[src/rtl/fp32_pkg.sv]
// Shared constants, state encoding and operand classification for the
// single-precision multiplier/divider datapath.
package fp32_pkg;

    localparam int FP_BIAS = 127;
    localparam int EXP_W   = 8;
    localparam int FRAC_W  = 23;
    localparam int MANT_W  = 24;

    localparam logic [31:0] QNAN = 32'h7FC0_0000;

    typedef enum logic [1:0] {
        IDLE,
        MUL,
        ROUND,
        DONE
    } state_t;

    // Classify an fp32 magnitude (sign excluded) as {is_nan, is_inf, is_zero}.
    // Denormals (exp==0, frac!=0) are reported as zero: they are flushed.
    function automatic logic [2:0] fp_class(input logic [30:0] mag);
        logic [EXP_W-1:0]  e;
        logic [FRAC_W-1:0] f;
        logic              e_max;
        e     = mag[30:FRAC_W];
        f     = mag[FRAC_W-1:0];
        e_max = (e == {EXP_W{1'b1}});
        return {e_max && (f != '0), e_max && (f == '0), e == '0};
    endfunction

endpackage

[src/rtl/fp32_round_pack.sv]
// Combinational normalize / round-to-nearest-even / pack stage.
// Takes the exact 48-bit significand product, the unbiased-sum exponent
// (e1+e2-bias, 10-bit signed) and the sign; produces the packed fp32 word.
// Overflow saturates to Inf, underflow flushes to signed zero.
module fp32_round_pack
    import fp32_pkg::*;
(
    input  logic [2*MANT_W-1:0] prod_i,
    input  logic signed [9:0]   exp_i,
    input  logic                sign_i,
    output logic [31:0]         result_o
);

    logic signed [9:0]  exp_n;
    logic signed [9:0]  exp_r;
    logic [FRAC_W-1:0]  mant;
    logic [FRAC_W-1:0]  frac;
    logic [FRAC_W:0]    mant_r;
    logic               guard;
    logic               sticky;
    logic               inc;

    // Normalize on P[47], round RNE, renormalize on carry-out, then range-check.
    always_comb begin
        // NOTE: every variable gets a value before any branch so no latch is inferred.
        exp_n    = exp_i;
        mant     = prod_i[45:23];
        guard    = prod_i[22];
        sticky   = |prod_i[21:0];
        exp_r    = exp_i;
        frac     = '0;
        mant_r   = '0;
        inc      = 1'b0;
        result_o = '0;

        if (prod_i[47]) begin
            exp_n  = exp_i + 10'sd1;
            mant   = prod_i[46:24];
            guard  = prod_i[23];
            sticky = |prod_i[22:0];
        end

        inc    = guard & (sticky | mant[0]);
        mant_r = {1'b0, mant} + {{FRAC_W{1'b0}}, inc};

        if (mant_r[FRAC_W]) begin
            exp_r = exp_n + 10'sd1;
            frac  = '0;
        end else begin
            exp_r = exp_n;
            frac  = mant_r[FRAC_W-1:0];
        end

        if (exp_r >= 10'sd255) begin
            result_o = {sign_i, 8'hFF, 23'h0};
        end else if (exp_r <= 10'sd0) begin
            result_o = {sign_i, 31'h0};
        end else begin
            result_o = {sign_i, exp_r[EXP_W-1:0], frac};
        end
    end

endmodule

[src/rtl/fp32_mul_seq.sv]
// Sequential IEEE-754 single-precision multiplier.
// Radix-2 shift-add significand multiply (one partial product per cycle,
// single 25-bit adder), then one cycle of RNE round/pack. Specials are
// resolved at the accept edge and skip the multiply. One op in flight.
module fp32_mul_seq
    import fp32_pkg::*;
#(
    parameter int DATA_WIDTH = 32
) (
    input  logic                  clk,
    input  logic                  rst,
    input  logic                  in_valid,
    output logic                  in_ready,
    input  logic [DATA_WIDTH-1:0] in1,
    input  logic [DATA_WIDTH-1:0] in2,
    output logic                  out_valid,
    input  logic                  out_ready,
    output logic [DATA_WIDTH-1:0] out
);

    if (DATA_WIDTH != 32) begin : g_width_check
        $error("fp32_mul_seq supports only DATA_WIDTH == 32");
    end

    state_t                 state_q, state_d;
    logic [4:0]             cnt_q, cnt_d;
    logic                   sign_q, sign_d;
    logic [EXP_W-1:0]       e1_q, e1_d;
    logic [EXP_W-1:0]       e2_q, e2_d;
    logic [MANT_W-1:0]      mcand_q, mcand_d;
    logic [MANT_W-1:0]      mplier_q, mplier_d;
    logic [2*MANT_W-1:0]    acc_q, acc_d;
    logic [DATA_WIDTH-1:0]  out_q, out_d;

    logic [2:0]             cls1, cls2;
    logic                   sign_in;
    logic [MANT_W:0]        sum25;
    logic signed [9:0]      exp_unb;
    logic [31:0]            round_result;

    assign cls1    = fp_class(in1[30:0]);
    assign cls2    = fp_class(in2[30:0]);
    assign sign_in = in1[31] ^ in2[31];

    // The one adder: upper accumulator half plus (multiplier bit ? multiplicand : 0).
    assign sum25 = {1'b0, acc_q[2*MANT_W-1:MANT_W]}
                 + (mplier_q[cnt_q] ? {1'b0, mcand_q} : {(MANT_W+1){1'b0}});

    assign exp_unb = $signed({2'b00, e1_q} + {2'b00, e2_q} - 10'(FP_BIAS));

    fp32_round_pack u_round_pack (
        .prod_i   (acc_q),
        .exp_i    (exp_unb),
        .sign_i   (sign_q),
        .result_o (round_result)
    );

    assign out = out_q;

    // State and datapath registers; all cleared immediately on reset.
    always_ff @(posedge clk or posedge rst) begin
        if (rst) begin
            state_q  <= IDLE;
            cnt_q    <= '0;
            sign_q   <= 1'b0;
            e1_q     <= '0;
            e2_q     <= '0;
            mcand_q  <= '0;
            mplier_q <= '0;
            acc_q    <= '0;
            out_q    <= '0;
        end else begin
            // NOTE: non-blocking so every register samples the pre-edge values.
            state_q  <= state_d;
            cnt_q    <= cnt_d;
            sign_q   <= sign_d;
            e1_q     <= e1_d;
            e2_q     <= e2_d;
            mcand_q  <= mcand_d;
            mplier_q <= mplier_d;
            acc_q    <= acc_d;
            out_q    <= out_d;
        end
    end

    // Next-state, datapath next values and handshake outputs.
    always_comb begin
        state_d   = state_q;
        cnt_d     = cnt_q;
        sign_d    = sign_q;
        e1_d      = e1_q;
        e2_d      = e2_q;
        mcand_d   = mcand_q;
        mplier_d  = mplier_q;
        acc_d     = acc_q;
        out_d     = out_q;
        in_ready  = 1'b0;
        out_valid = 1'b0;

        case (state_q)
            IDLE: begin
                in_ready = 1'b1;
                if (in_valid) begin
                    sign_d   = sign_in;
                    e1_d     = in1[30:FRAC_W];
                    e2_d     = in2[30:FRAC_W];
                    mcand_d  = {1'b1, in1[FRAC_W-1:0]};
                    mplier_d = {1'b1, in2[FRAC_W-1:0]};
                    acc_d    = '0;
                    cnt_d    = '0;
                    // cls = {is_nan, is_inf, is_zero}
                    if (cls1[2] || cls2[2] || (cls1[1] && cls2[0]) || (cls1[0] && cls2[1])) begin
                        out_d   = QNAN;
                        state_d = DONE;
                    end else if (cls1[1] || cls2[1]) begin
                        out_d   = {sign_in, 8'hFF, 23'h0};
                        state_d = DONE;
                    end else if (cls1[0] || cls2[0]) begin
                        out_d   = {sign_in, 31'h0};
                        state_d = DONE;
                    end else begin
                        state_d = MUL;
                    end
                end
            end
            MUL: begin
                acc_d = {sum25, acc_q[MANT_W-1:1]};
                if (cnt_q == 5'(MANT_W - 1)) begin
                    cnt_d   = '0;
                    state_d = ROUND;
                end else begin
                    cnt_d = cnt_q + 5'd1;
                end
            end
            ROUND: begin
                out_d   = round_result;
                state_d = DONE;
            end
            DONE: begin
                out_valid = 1'b1;
                if (out_ready) begin
                    state_d = IDLE;
                end
            end
            default: begin
                state_d = IDLE;
            end
        endcase
    end

endmodule

[config.mk]
export PLATFORM = sky130hd
export DESIGN_NAME = fp32_mul_seq
export DESIGN_NICKNAME = d
export VERILOG_FILES = /design/src/rtl/fp32_pkg.sv /design/src/rtl/fp32_round_pack.sv /design/src/rtl/fp32_mul_seq.sv
export SDC_FILE = /design/constraint.sdc
export NUM_CORES = 1
export LEC_CHECK = 0
export CAP_MARGIN = 15
export CORE_MARGIN = 4
export CORE_UTILIZATION = 58
export CTS_CLUSTER_SIZE = 8
export DETAILED_ROUTE_END_ITERATION = 8
export GPL_TIMING_DRIVEN = 0
export PLACE_DENSITY = 0.81
export SLEW_MARGIN = 20
export SYNTH_ARGS = -nofsm -noshare
export SYNTH_HDL_FRONTEND = slang
export SYNTH_SLANG_ARGS = --single-unit
[constraint.sdc]
create_clock -name clk -period 7.6 [get_ports clk]
set_clock_uncertainty 0.2 [all_clocks]
set_input_delay 1.52 -clock clk [delete_from_list [all_inputs] [get_ports clk]]
set_output_delay 1.52 -clock clk [all_outputs]
set_load 0.02 [all_outputs]
* Yosys cells after proc, flatten, opt, wreduce, memory -nomap -nowiden
Cells that the tools add are included.
** Storage, ports and cells
- Flip-flop bits (word level) :: 152
- Input bits :: 68
- Output and inout port bits :: 34
- Logic and storage cells :: 88
** Cells by class
- $add $sub $neg :: 7
- Order comparisons :: 3
- Equality and inequality tests :: 10
- Muxes and demuxes :: 30
- Bitwise operators :: 3
- Reductions and logical operators :: 26
** Operator list (number)
- 32-bit 2-to-1 mux :: 4
- 48-bit case mux with 2 select lines :: 1
- 32-bit case mux with 2 select lines :: 1
- 31-bit 2-to-1 mux :: 2
- 48-bit 2-to-1 mux :: 1
- 23-bit logical NOT :: 2
- 23-bit 2-to-1 mux :: 2
- 23-bit nonzero test :: 2
- 24-bit by 24-bit adder with 25-bit output :: 1
- 23-bit by 1-bit adder with 24-bit output :: 1
- 24-bit 2-to-1 mux :: 1
- 23-bit OR reduction :: 1
- 22-bit OR reduction :: 1
- 10-bit by 2-bit adder with 10-bit output, second input constant :: 2
- 10-bit 2-to-1 mux :: 2
- 8-bit equality test, second input constant :: 2
- 8-bit logical NOT :: 2
- 2-bit 2-to-1 mux :: 6
- 10-bit by 9-bit >= comparator with 1-bit output, second input constant :: 1
- 10-bit by 1-bit less-or-equal comparator with 1-bit output, second input constant :: 1
- 5-bit 2-to-1 mux :: 2
- 5-bit case mux with 2 select lines :: 1
- 9-bit by 7-bit subtractor with 10-bit output, second input constant :: 1
- 8-bit by 8-bit adder with 9-bit output :: 1
- other kinds (19) :: 38

* Depth between registers and ports, before layout
Gate-level depths: netlist (run 1).
- Depth in word-level cells :: 10
- Gate-level depth with buffers :: 17
- Mapped depth without buffers :: 16

* By module
A second synthesis (run 1) with hierarchy kept.
** Second synthesis, totals
- Cells, all modules :: 1101
- Area, all modules :: 10336.2 µm²
** Modules (own cells, without submodules)
- fp32_mul_seq :: instances 1, cells each 791, area each 8162.8 µm², sequential area each 3778.6 µm²
- fp32_round_pack :: instances 1, cells each 310, area each 2173.3 µm², sequential area each 0.0 µm²

* Worst setup path before layout (run 1)
Ideal clock, no wire load.
- Path type :: reg2reg
- Start :: register cnt_q[0]
- End :: register acc_q[47]
- Setup time :: 0.121 ns
- Data arrival time :: 4.930 ns
- Path slack :: 2.349 ns
- Stages on the path, launching flop included :: 17
- Path buffers :: 1
- Cells stage by stage :: dfrtp_1 clkbuf_1 mux4_2 mux4_2 mux2i_1 nor2b_1 ha_1 fa_1 a21oi_1 o21bai_1 a2111oi_0 o31ai_1 a221o_1 a41o_1 o41ai_1 o21ai_0 a22o_1
** On the way
- Longest elaborated chain between the ends :: 5
** RTL lines
- start, declared :: RTL line fp32_mul_seq.sv:26 : logic [4:0] cnt_q, cnt_d;
- start signal, assigned :: RTL line fp32_mul_seq.sv:75 : cnt_q <= cnt_d;
- 1-bit binary-select mux with 5-bit select :: RTL line fp32_mul_seq.sv:47 : + (mplier_q[cnt_q] ? {1'b0, mcand_q} : {(MANT_W+1){1'b0}});
- 1-bit 2-to-1 mux (implied by the code) :: RTL line fp32_mul_seq.sv:47
- 24-bit 2-to-1 mux :: RTL line fp32_mul_seq.sv:47
- 24-bit by 24-bit adder with 25-bit output :: RTL line fp32_mul_seq.sv:47
- 48-bit case mux with 2 select lines :: RTL line fp32_mul_seq.sv:100 : case (state_q)
- end signal, assigned :: RTL line fp32_mul_seq.sv:70 : acc_q <= '0;
- end signal, assigned :: RTL line fp32_mul_seq.sv:81 : acc_q <= acc_d;
- end, declared :: RTL line fp32_mul_seq.sv:32 : logic [2*MANT_W-1:0] acc_q, acc_d;
No other way between the ends. The select of a mux whose other input is x is not followed.
A chain may end at the register's enable or synchronous reset.

* Worst setup path after layout (run 1)
Same ends and word-level chain as after synthesis.

==> results of run 1 <==
## logic make-up after synthesis
family	after synthesis
buf+inv	75
simple gates	317
mux	91
xor+xnor	57
compound gates	236
flops	151
fa+ha+maj	49
## synth_stat cells (15+ instances only)
master    number
a21oi_1       36
a22o_1        29
clkbuf_1      37
dfrtp_1      151
ha_1          47
inv_1         24
mux2_2        70
nand2_1       90
nand3_1       25
nand4_1       30
nor2_1        43
nor2b_1       35
nor3_1        15
nor4_1        22
o21ai_0       54
o21ai_1       25
xnor2_1       33
xor2_1        20
## registers in the layout, summed over array words and instances, names as in the netlist
| signal | flops |
|---|---|
| acc_q | 48 |
| out | 32 |
| mcand_q | 24 |
| mplier_q | 23 |
| e1_q | 8 |
| e2_q | 8 |
| cnt_q | 5 |
| state_q | 2 |
| sign_q | 1 |
## worst max path at each step
stage	from	to	slack [ns]	depth (start not counted)
5_1_grt	cnt_q[0]	acc_q[47]	1.0	16
3_3_place_gp	rst	out[19]	-0.07	2
6_report	cnt_q[0]	acc_q[47]	1.49	16
2_1_floorplan	rst	acc_q[0]	1.82	1
3_5_place_dp	cnt_q[0]	acc_q[47]	1.53	16
4_1_cts	cnt_q[0]	acc_q[47]	1.49	16
## worst register-to-register path, delay by kind of cell, from the launching register on
family                     cells  cell delay (ns)
AOI/OAI and AO/OA              9             2.72
muxes                          3             1.50
adders and majority gates      2             0.63
buffers and inverters          1             0.49
DFF                            1             0.35
and+or+nand+nor                1             0.11
## power groups by stage
| stage | clock (µW) | combinational, µW | sequential (µW) |
|---|---|---|---|
| 4_1_cts | 798 | 3490 | 1320 |
| 5_1_grt | 839 | 3850 | 1360 |
| 3_3_place_gp | 0 | 3360 | 1310 |
| 2_1_floorplan | 0 | 2610 | 1340 |
| 6_report | 790 | 3500 | 1320 |
| 3_5_place_dp | 0 | 3440 | 1330 |
## layout make-up
class	instances	share of cell area, %
plain buffers	51	2.07
clock buffers	20	3.86
clock inverters	11	0.898
inverters	24	0.844
multi-input cells	750	48.3
flip-flops and latches	151	32.7
well taps	220	2.38
repair buffers	102	8.98
## through the flow
stage	setup WS [ns]	instance area (µm²)	cells	power, µW
after global routing	1.00	11600	1329	6050
final	1.49	11600	1329	5610
after CTS	1.49	11600	1329	5600
after global placement	-0.0731	11000	1297	4670
after detailed placement	1.53	11000	1298	4770
after floorplan	1.82	9700	976	3950
## layer usage
metal / wire, µm / track usage [%] / vias up
met4: 586 / 9.31 / 0
met2: 10700 / 40.8 / 256
met1: 10300 / 33.8 / 3771
li1: - / - / 3869
met3: 1550 / 5.44 / 40
met5: 0 / 0 / -
==> summary.md, run 1 <==
| Metric | Value |
|---|---|
| Total gr overflow | `0` |
| Compound-cell area share of the yosys netlist | `17.1%` |
| Simple logic cell fraction of the synthesized area | `17.4%` |
| Register-to-Register Setup Slack | `1.49 ns` |
| Maximum VDD drop | `0.275 mV` |
| Peak clock frequency supported by timing | `0.164 GHz` |
| Post-synthesis instance area | `9700 µm²` |
| Worst flop-to-flop path startpoint | `cnt_q[0]` |
| Switching power | `2540 µW` |
| Hold Crit Depth | `2` |
| Worst-case clock buffer depth | `2` |
| Port Buffers | `101` |
| CP max-delay cell | `a2111oi_0` |
| Reg area | `3780 µm²` |
| Cell row count | `47` |
| Post-Synth Adder-Cell Area | `6.48%` |
| Area grow syn2layout | `19.3%` |
| Clock network fraction of design power | `14.1%` |
| Top cell family by delay on the critical path | `compound AO/OA/AOI/OAI gates` |
| Leakage power of the design | `0.00489 µW` |
| CTS clk-pin slew, worst paths | `0.06 ns` |
| Crit path kind | `flop to flop` |
| Wire length of the first global-routing pass | `37700 µm` |
| Layout filler cell count | `1228` |
| Core footprint | `16500 µm²` |
| PwrDens | `485 nW/µm²` |
| Total of warnings raised by yosys | `0` |
| Path type of the worst min-delay path | `flop to flop` |
| I/O pin cnt | `102` |
| Effective utilization at floorplan | `58.9%` |
| Initial antenna violation count | `0` |
| Total negative setup slack | `0 ns` |
| Utilization after layout | `70.3%` |
| Worst min-delay path endpoint | `out[3]` |
| Synth top area cells | `dfrtp_1, mux2_2, ha_1, nand2_1, xnor2_1` |
| Relative slew margins | `29.9%` |
| CTS buffer count | `17` |
| Final setup violation count | `0` |
| Capture instance of the worst register-to-register path | `acc_q[47]` |
| Width of the chip | `137 µm` |
| Worst-case reg-to-reg path depth | `16` |
| Number of hold violations in the final report | `0` |
| Xor/xnor cell area share of the yosys netlist | `5.46%` |
| Cells after Synth | `976` |
| Arrival time of data at the critical path endpoint | `6.23 ns` |
| Insertion delay of the later-clocked pin in the worst-skew pair | `0.43 ns` |
| Average cell area after synthesis | `9.94 µm²` |
| Proportion of synthesized flip-flops having asynchronous set or reset | `100%` |
| Most used flip-flop cell after synthesis | `dfrtp_1` |
| Antenna diode count | `0` |
| Unrepaired setup endpoints after global routing | `false` |
| EDFF count, synth | `0` |
| Postcts setup bufs | `0` |
| Routability congestion estimate | `0.925` |
| Remaining routing DRC violations | `0` |
| Multi-input combinational cell area | `5590 µm²` |
| Pins over their slew limit | `0` |
| Number of DRC markers in iteration 0 | `478` |
| Switching Share | `45.3%` |
| Worst EP required | `7.72 ns` |
| Worst-path fanout max | `9` |
| Yosys top cell area share | `39.0%` |
| Detailed-route wire length | `23100 µm` |
| Worst Hold Launch | `out[3]` |
| Number of hold-repair buffers added at the cts stage | `0` |
| Number of buffer and inverter instances along the worst setup path | `1` |
| Outcome | `finished clean` |
| Most frequent cells in the layout | `dfrtp_1, clkdlybuf4s50_1, nand2_1` |
| Flip-flop and latch count after synthesis | `151` |
| Vias post-DR | `7936` |
| Final net count | `1214` |
| Post-DP HPWL | `17700 µm` |
| P_int | `3070 µW` |
| Actual slew at the worst max-slew pin | `1.05 ns` |
| CP Launch Type | `flop` |
| Net count after synthesis | `1093` |
| Most Frequent Cell on Critical Path | `mux4_2` |
| Number of distinct library cell variants in the gate-level netlist after synthesis | `78` |
| Dominant combinational cell family by area after synthesis | `simple AND/OR/NAND/NOR gates` |
| Maximum number of pins on one net before global-route repair | `93` |
| Worst stage delay on the critical path | `0.66 ns` |
| CP endpoint kind | `flop` |
| Flop pwr share | `23.5%` |
| Crit share post-route | `80.4%` |
| Count of maximum capacitance violations | `0` |
| Cell-by-cell trace of the critical path | `clkbuf_1 -> mux4_2 -> mux4_2 -> mux2i_1 -> nor2b_1 -> ha_1 -> fa_1 -> a21oi_1 -> o21bai_1 -> a2111oi_0 -> o31ai_1 -> a221o_1 -> a41o_1 -> o41ai_1 -> o21ai_0 -> a22o_1` |
| Number of H-tree levels | `4` |
| Part of the Yosys area used for sequential elements | `39.0%` |
| Tot GR Track Use | `25.3%` |
| Number of nets with antenna violations after detailed routing | `0` |
| Via density per instance | `5.97` |
| Portion of total power attributed to combinational logic | `62.4%` |
| CTS tree | `built` |
| Synth area leader | `dfrtp_1` |
| Leading cell type in the layout, fill and taps excluded | `dfrtp_1` |
| Initial DRT Pass Iterations | `5` |
| Multiplexer area fraction after synthesis | `11.2%` |
| Overall die area | `18900 µm²` |
| Clock sink count | `151` |
| Hold slack final | `0.282 ns` |
| Final worst path period need | `6.11 ns` |
| Detail-routed net length per standard cell | `17.4 µm` |
| Resize count post-CTS | `0` |
| Number of global-route vias before repair | `7700` |
| Root buf cell | `clkbuf_16` |
| Share of cells above drive strength 1 | `13.1%` |
| Die height | `137 µm` |
No activity file was read; power rests on OpenSTA's default activity.
==> run 2, diff against run 1 <==
Settings changed: CORE_UTILIZATION 58 to 52, PLACE_DENSITY 0.81 to 0.77.
Clock period 7.6 ns to 4.95 ns, I/O delays scaled along.
==> summary.md, run 2 (same netlist as run 1, synthesis figures left out) <==
| Metric | Value |
|---|---|
| Root buf cell | `clkbuf_16` |
| Unrepaired setup endpoints after global routing | `true` |
| Share of cells above drive strength 1 | `15.7%` |
| Total gr overflow | `0` |
| Number of nets with antenna violations after detailed routing | `0` |
| Detailed-route wire length | `24000 µm` |
| Initial antenna violation count | `0` |
| Pins over their slew limit | `0` |
| Insertion delay of the later-clocked pin in the worst-skew pair | `0.43 ns` |
| Most frequent cells in the layout | `dfrtp_1, clkdlybuf4s50_1, nand2_1` |
| Effective utilization at floorplan | `53.4%` |
| Die height | `145 µm` |
| Overall die area | `20900 µm²` |
| Width of the chip | `145 µm` |
| Actual slew at the worst max-slew pin | `1.12 ns` |
| Clock sink count | `151` |
| Leakage power of the design | `0.00505 µW` |
| Crit path kind | `flop to flop` |
| Maximum number of pins on one net before global-route repair | `34` |
| Detail-routed net length per standard cell | `17.7 µm` |
| Number of hold-repair buffers added at the cts stage | `0` |
| Vias post-DR | `8061` |
| Via density per instance | `5.97` |
| Worst-path fanout max | `5` |
| Wire length of the first global-routing pass | `38800 µm` |
| Total Power | `8920 µW` |
| CP Launch Type | `flop` |
| Crit share post-route | `100%` |
| Path type of the worst min-delay path | `flop to flop` |
| CTS buffer count | `17` |
| Final worst path period need | `4.95 ns` |
| Setup slack after layout | `-0.00338 ns` |
| Worst-case clock buffer depth | `2` |
| Standard cell area after detailed placement | `11100 µm²` |
| Tot GR Track Use | `23.3%` |
| Peak clock frequency supported by timing | `0.202 GHz` |
| CP endpoint kind | `flop` |
| Relative slew margins | `24.7%` |
| Worst-case setup slack after placement | `-0.571 ns` |
| Hold slack final | `0.285 ns` |
| CP max-delay cell | `mux4_2` |
| CTS clk-pin slew, worst paths | `0.06 ns` |
| Antenna diode count | `0` |
| Outcome | `finished with violations` |
| Worst EP required | `5.06 ns` |
| Count of maximum capacitance violations | `0` |
| Most Frequent Cell on Critical Path | `mux4_2` |
| Post-DP HPWL | `18100 µm` |
| Port Buffers | `101` |
| Utilization after layout | `65.6%` |
| Final setup violation count | `1` |
| Worst stage delay on the critical path | `0.51 ns` |
| Area grow syn2layout | `22.7%` |
| Number of H-tree levels | `4` |
| Cell row count | `49` |
| Top cell family by delay on the critical path | `compound AO/OA/AOI/OAI gates` |
| Leading cell type in the layout, fill and taps excluded | `dfrtp_1` |
| PwrDens | `749 nW/µm²` |
| Core footprint | `18100 µm²` |
| I/O pin cnt | `102` |
| Arrival time of data at the critical path endpoint | `5.07 ns` |
| Cell-by-cell trace of the critical path | `buf_8 -> mux4_2 -> mux4_2 -> mux2i_4 -> nor2b_1 -> ha_2 -> fa_2 -> a21oi_4 -> o21bai_4 -> a2111oi_4 -> o31ai_4 -> a221o_1 -> a41o_1 -> o41ai_4 -> o21ai_1 -> a22o_1` |
| Cell area after layout | `11900 µm²` |
| Final net count | `1225` |
| Failing checks | `setup timing` |
| Number of hold violations in the final report | `0` |
| Number of global-route vias before repair | `7626` |
| Remaining routing DRC violations | `0` |
| Initial DRT Pass Iterations | `5` |
| Largest Register | `acc_q` |
| Number of DRC markers in iteration 0 | `544` |
| Routability congestion estimate | `0.930` |
| CTS tree | `built` |
| Number of buffer and inverter instances along the worst setup path | `1` |
| Maximum VDD drop | `0.375 mV` |
| Max FFs per register | `48` |
[run 2: repair_timing]
| item | in CTS | in global routing |
|---|---|---|
| endpoints found under the setup margin | 7 | 9 |
| buffers inserted | 3 | 7 |
| cloned | 0 | 1 |
| pin swaps | 2 | 8 |
| gates resized for setup | 7 | 21 |
[run 2: metal layers]
metal	wire (µm)	global-route usage, %	vias up
li1	-	-	3884
met1	10900	31.6	3924
met3	1350	5.32	32
met2	11400	38.2	221
met5	0	0	-
met4	314	5.35	0
[run 2: worst min-delay path, delay by kind of cell, from the launching register on]
family	cells	cell delay [ns]
AO/OA/AOI/OAI	1	0.06
flip-flops	1	0.34
AND/OR/NAND/NOR	1	0.05
[run 2: worst paths after layout]
kind                          start           to  slack [ns]  depth (start not counted)
max in group asynchronous       rst      out[17]        3.12                          5
min                         out[18]      out[18]        0.28                          2
min reg2reg                 out[18]      out[18]        0.28                          2
min in group asynchronous       rst  mplier_q[6]        0.58                          2
max                        cnt_q[0]    acc_q[47]      -0.003                         16
max reg2reg                cnt_q[0]    acc_q[47]      -0.003                         16
[run 2: layout make-up]
cell class | instances | area [µm²]
clock inverter | 14 | 161
fill | 1441 | 6240
timing repair buffer | 116 | 1200
clock buffer | 18 | 439
inverter | 24 | 93.8
tap | 229 | 287
multi-input combinational | 750 | 5700
buffer | 48 | 243
sequential | 151 | 3780
[run 2: where the power goes]
part           switching (µW)  total, µW  internal [µW]
Combinational            3110       5540           2430
Sequential                354       2050           1700
Clock                     558       1330            768
[run 2: stage by stage]
step | TNS [ns] | std cells
after floorplan | 0 | 976
after global placement | -1.89 | 1306
after detailed placement | -2.10 | 1311
after CTS | -0.0740 | 1344
after global routing | -0.292 | 1350
final | -0.00338 | 1350
==> run 3, diff against run 2 <==
Settings changed: CTS_CLUSTER_SIZE 8 to 24.
==> results of run 3 <==
Final layout, timing and power as in run 2 (identical DEF).
